--- src/rtl/fib_pkg.sv ---
// ============================================================================
// fib_pkg : shared state encoding and default sizes for fib_seq_gen
// Revision: 1.0
// ============================================================================
`default_nettype none

package fib_pkg;

  localparam int DEF_WIDTH = 16;
  localparam int DEF_IDX_W = 8;

  typedef enum logic {
    IDLE = 1'b0,
    RUN  = 1'b1
  } state_t;

endpackage

`default_nettype wire

--- src/rtl/fib_add.sv ---
// ============================================================================
// fib_add : (WIDTH+1)-bit adder producing the next term and its overflow flag
// Optional macro FIB_SAT_EN selects saturating instead of modulo arithmetic.
// Revision: 1.0
// ============================================================================
`default_nettype none

module fib_add #(
  parameter int WIDTH = 16
) (
  input  logic [WIDTH-1:0] a,
  input  logic [WIDTH-1:0] b,
  input  logic             ovf_in,
  output logic [WIDTH-1:0] sum,
  output logic             ovf
);

  logic [WIDTH:0] full;

  assign full = {1'b0, a} + {1'b0, b};

`ifdef FIB_SAT_EN
  // A saturated newest term keeps every later term pinned at all-ones.
  logic sat;
  assign sat = full[WIDTH] | ovf_in;
  assign sum = sat ? {WIDTH{1'b1}} : full[WIDTH-1:0];
  assign ovf = sat;
`else
  logic unused_ovf_in;
  assign unused_ovf_in = ovf_in;
  assign sum = full[WIDTH-1:0];
  assign ovf = full[WIDTH];
`endif

endmodule

`default_nettype wire

--- src/rtl/fib_seq_gen.sv ---
// ============================================================================
// fib_seq_gen : seeded generalised-Fibonacci stream source, valid/ready output
// Optional macro FIB_SAT_EN (in fib_add) selects saturating arithmetic.
// Revision: 1.0
// ============================================================================
`default_nettype none

module fib_seq_gen
  import fib_pkg::*;
#(
  parameter int WIDTH = DEF_WIDTH,
  parameter int IDX_W = DEF_IDX_W
) (
  input  logic             clk,
  input  logic             rstn,
  input  logic             start,
  input  logic [WIDTH-1:0] seed_a,
  input  logic [WIDTH-1:0] seed_b,
  input  logic [IDX_W-1:0] n_terms,
  output logic             out_valid,
  input  logic             out_ready,
  output logic [WIDTH-1:0] out_data,
  output logic [IDX_W-1:0] out_idx,
  output logic             out_last,
  output logic             out_ovf,
  output logic             busy,
  output logic             ovf_seen
);

  state_t           state;
  logic [WIDTH-1:0] a;
  logic [WIDTH-1:0] b;
  logic             a_ovf;
  logic             b_ovf;
  logic [IDX_W-1:0] idx;
  logic [IDX_W-1:0] len;
  logic             seen;
  logic [WIDTH-1:0] nxt;
  logic             nxt_ovf;
  logic             running;
  logic             last;

  fib_add #(
    .WIDTH (WIDTH)
  ) u_add (
    .a      (a),
    .b      (b),
    .ovf_in (b_ovf),
    .sum    (nxt),
    .ovf    (nxt_ovf)
  );

  assign running = (state == RUN);
  assign last    = running && (idx == len - 1'b1);

  always_ff @(posedge clk or negedge rstn) begin
    if (!rstn) begin
      state <= IDLE;
      a     <= '0;
      b     <= '0;
      a_ovf <= 1'b0;
      b_ovf <= 1'b0;
      idx   <= '0;
      len   <= '0;
      seen  <= 1'b0;
    end else begin
      case (state)
        IDLE: begin
          if (start && (n_terms != '0)) begin
            a     <= seed_a;
            b     <= seed_b;
            a_ovf <= 1'b0;
            b_ovf <= 1'b0;
            idx   <= '0;
            len   <= n_terms;
            seen  <= 1'b0;
            state <= RUN;
          end
        end
        RUN: begin
          if (out_ready) begin
            seen <= seen | a_ovf;
            // The final term stays on the outputs after the stream ends.
            if (last) begin
              state <= IDLE;
            end else begin
              a     <= b;
              a_ovf <= b_ovf;
              b     <= nxt;
              b_ovf <= nxt_ovf;
              idx   <= idx + 1'b1;
            end
          end
        end
        default: state <= IDLE;
      endcase
    end
  end

  assign out_valid = running;
  assign busy      = running;
  assign out_data  = a;
  assign out_idx   = idx;
  assign out_last  = last;
  assign out_ovf   = running & a_ovf;
  assign ovf_seen  = seen;

endmodule

`default_nettype wire

--- config.mk ---
export PLATFORM = sky130hd
export DESIGN_NAME = fib_seq_gen
export DESIGN_NICKNAME = d
export VERILOG_FILES = /design/src/rtl/fib_pkg.sv /design/src/rtl/fib_add.sv /design/src/rtl/fib_seq_gen.sv
export SDC_FILE = /design/constraint.sdc
export NUM_CORES = 1
export LEC_CHECK = 0
export BUFFER_PORTS_ARGS = -buffer_cell sky130_fd_sc_hd__buf_4
export CAP_MARGIN = 15
export CORE_MARGIN = 8
export CORE_UTILIZATION = 50
export DETAILED_ROUTE_END_ITERATION = 16
export PLACE_DENSITY = 0.77
export SLEW_MARGIN = 0
export SYNTH_ARGS = -nofsm -noshare
export SYNTH_HDL_FRONTEND = slang
export SYNTH_SLANG_ARGS = --single-unit
--- constraint.sdc ---
create_clock -name clk -period 2.08 [get_ports clk]
set_input_delay 0.208 -clock clk [delete_from_list [all_inputs] [get_ports clk]]
set_output_delay 0.208 -clock clk [all_outputs]
set_load 0.01 [all_outputs]
==> impl_results.md <==
- Die area: ~9600 sq um
- IO buf count: 72
- R2R Setup Slk: -0.35 ns
- First-pass GRT wire length: approximately 18 mm
- CTS tree: yes
- Commonest cells after routing, fill and taps aside: 132 x buf_4, 52 x dfrtp_1, 45 x nand2_1, 20 x a221o_1
- Final setup vio count: 44
- CTS root buffer: clkbuf_8
- Boundary pin count: 73
- Area growth syn-to-layout: 49.12%
- Synth area leader: dfrtp_1
- Final Instance Area: ~5000 sq um
- Fraction of registers with async set/reset: 100.0%
- Cell Rows: 30
- Highest clock rate: 397.3 MHz
- Synth unique cells: 58
- CP top delay family: compound AO/OA/AOI/OAI gates
- TritonCTS Buffers: 5
- Slew at the pin closest to its max-slew limit: about 0.7 ns
- PD cells: between 1500 and 2000 nW/um^2
- Total GRT Usage: between 20% and 30%
- Placed cell areas: 4400 sq um
- Slowest cell on the critical path: dfrtp_1
- Antenna viol nets, final: 0
- Layout cells sized above 1: 40.64%
- Worst-Skew Late Latency: 0.32 ns
- DR vias: approximately 3500
- Synth area leaders: dfrtp_1 39%, ha_1 6.7%, a221o_1 6.0%, nand2_1 5.1%, o221ai_1 3.7%
- Crit path top cell by count: buf_6
- Initial core utilization: between 50% and 60%
- Yosys warns: 0
- Final GP Congestion: about 0.9
- Critical path data required time: roughly 1.9 ns
- Clk sinks: 52
- Initial DRC count: between 150 and 200
- Max-slew violation count: 0
- Most common cell after layout, fill and taps aside: buf_4
- Fin nets: 559
- Startpoint Class: flip-flop
- Worst path max stage delay: 0.41 ns
- Area of the multi-input gates: 2186 sq um
- Vias in the first global route: about 3700
- Final Cycle Share: 121.0%
- CTS HTree Levels: 2
- Share of the synthesized area in the top cell type: approximately two fifths
- Final min period: 2.517 ns
- Violated checks: setup timing
- Initial antenna violation count: 0
- Net Count, Synth: around 420
- Clk_skew: about 0.010 ns
- Largest net degree at the start of global routing: 53
- Total negative setup slack: -12.27 ns
- Crit path cell chain: inv_2 > ha_4 > xnor2_2 > a211o_1 > nor4b_4 > o211a_1 > buf_6 > and2_4 > buf_6
- Pre-antenna DRT Iters: 4
- CP Max Fanout: 2
- CP Data Arrival Time: ~2.3 ns
- Gr ovfl total: 0
- Post-synth top flop: dfrtp_1
- Hold Crit Class: in2reg
- Reg clk slew, reported paths: roughly 0.10 ns
- ANT cells: 0
- Gate Count Post-Synth: about 360
- Leakage: roughly 2.3 nW
- Die Wd: a little under 100 microns
- Normalized max-slew margin: a little over half
- Kind of critical path: reg2out
- Detailed-route wire length per cell: around 20 microns
- Setup crit end kind: primary output
- Final Hold Viols: 0
- DPL Wire Length: approximately 7.5 mm
- Mapped Area: 3357 sq um
- Die Height: 97.94 microns
- # fillers: approximately 460
- Core area: 6644 sq um
- Sequential fraction of the synthesis area: 38.76%
- DRC viols: 0
- Max-Cap Viols: 0
- Worst VDD drop: 1.013 mV
- Via-per-instance ratio: roughly 6.1
- Syn Area/Cell: between 9 and 10 sq um
- Yosys reg bits: 52
- Setup WS post-layout: -0.4372 ns
- RSZ-0062 raised after global routing: true
- DRT Wirelength: approximately 12 mm
- Worst path bufs/invs: 3
- Status: complete, but fails checks
- EDFF count, synth: 0
- Clock Path Buffers: 2
- FF/Latch Area: 1301 sq um
[synth_stat cells, types with 3 or more instances]
library cell  instances
nand2_1              46
ha_1                 18
a21o_1                4
o221ai_1             14
o311ai_0              3
xor2_1                7
a211oi_1              6
clkbuf_1             11
nor3_1                5
buf_2                 5
o21a_1                4
dfrtp_1              52
nor3b_1               3
o31ai_1               5
inv_1                20
o22ai_1               3
o2111ai_1             3
nor2b_1               3
nor4_1                5
nand3_1              11
nor2_1                7
a221o_1              20
and2_1               19
xnor2_1              12
and3_1                3
a21oi_1              16
o21ai_0              12
o211ai_1              3
[logic make-up after synthesis]
group,after synthesis,synth area share (%)
AO/OA/AOI/OAI,108,24.82
adder cells (fa/ha/maj),19,7.305
XOR/XNOR,19,4.957
flip-flops,52,38.76
buffers and inverters,40,5.218
AND/OR/NAND/NOR,117,18.00
multiplexers,3,0.9318
[per-layer routing]
| layer | vias up | part of all wire (%) | global-route usage, % | wire [microns] |
|---|---|---|---|---|
| met4 | 0 | 4.4 | 10.55 | 503 |
| met1 | 1716 | 37 | 25.01 | 4308 |
| met2 | 159 | 51 | 41.41 | 5919 |
| li1 | 1618 | - | - | - |
| met5 | - | 0 | 0 | 0 |
| met3 | 42 | 7.2 | 5.050 | 831 |
[state kept, by name, indices dropped and copies added (netlist names)]
| register | cells |
|---|---|
| a_ovf | 1 |
| b_ovf | 1 |
| out_idx | 8 |
| busy | 1 |
| out_data | 16 |
| ovf_seen | 1 |
| len | 8 |
| b | 16 |
[area by class of cell]
| type | count | share of cell area, % |
|---|---|---|
| clock inverters | 3 | 0.5249 |
| multi-input cells | 267 | 43.66 |
| clock buffers | 5 | 1.375 |
| flip-flops and latches | 52 | 25.99 |
| well taps | 80 | 2.000 |
| inverters | 20 | 1.500 |
| repair buffers | 150 | 24.94 |
[through the flow]
| step | util [%] | hold WS [ns] | worst slack, ns | std cells | power (mW) |
|---|---|---|---|---|---|
| 6_report | 75.35 | 0.08728 | -0.4372 | 577 | 8.860 |
| 3_3_place_gp | 66.23 | 0.2772 | -0.2056 | 549 | 6.801 |
| 5_1_grt | 75.35 | 0.09251 | -0.5390 | 577 | 9.421 |
| 3_5_place_dp | 66.23 | 0.2878 | -0.3041 | 549 | 6.995 |
| 2_1_floorplan | - | -0.08759 | -0.1270 | 358 | 4.986 |
| 4_1_cts | 72.24 | 0.08430 | -0.4334 | 572 | 8.173 |
[worst paths after layout]
| kind | startpoint | endpoint | cells past startpoint |
|---|---|---|---|
| worst min register to register | b_ovf$_DFFE_PN0P_ | a_ovf$_DFFE_PN0P_ | 2 |
| worst max-delay path | len[0]$_DFFE_PN0P_ | out_last | 9 |
| worst min-delay path | seed_b[11] | b[11]$_DFFE_PN0P_ | 3 |
| max in group asynchronous | rstn | b[10]$_DFFE_PN0P_ | 2 |
| worst max register to register | len[0]$_DFFE_PN0P_ | b[6]$_DFFE_PN0P_ | 10 |
| min in group asynchronous | rstn | out_idx[2]$_DFFE_PN0P_ | 2 |
[where the power goes]
part	leakage (nW)	internal, mW	switching (mW)
combinational	1.64	3.22	3.09
clock	0.0487	0.247	0.391
sequential	0.640	1.48	0.433
total	2.33	4.95	3.91
[worst reg2reg max path, stage by stage, from the launching register on]
cell	delay, ns
dfrtp_1	0.41
inv_2	0.08
ha_4	0.20
xnor2_2	0.13
a211o_1	0.27
nor4b_4	0.29
o211a_1	0.26
buf_6	0.12
buf_4	0.20
nor3_1	0.09
a221o_1	0.27
[what timing repair did]
| item | CTS | global route |
|---|---|---|
| gates cloned | 5 | 1 |
| setup buffers | 9 | 5 |
| hold buffers | 1 | 0 |
| endpoints found under the setup margin | 44 | 44 |
| resized for setup | 32 | 35 |
| endpoints found under the hold margin | 52 | 0 |
| pin swaps | 14 | 21 |
Power figures use the tool's default switching activity.
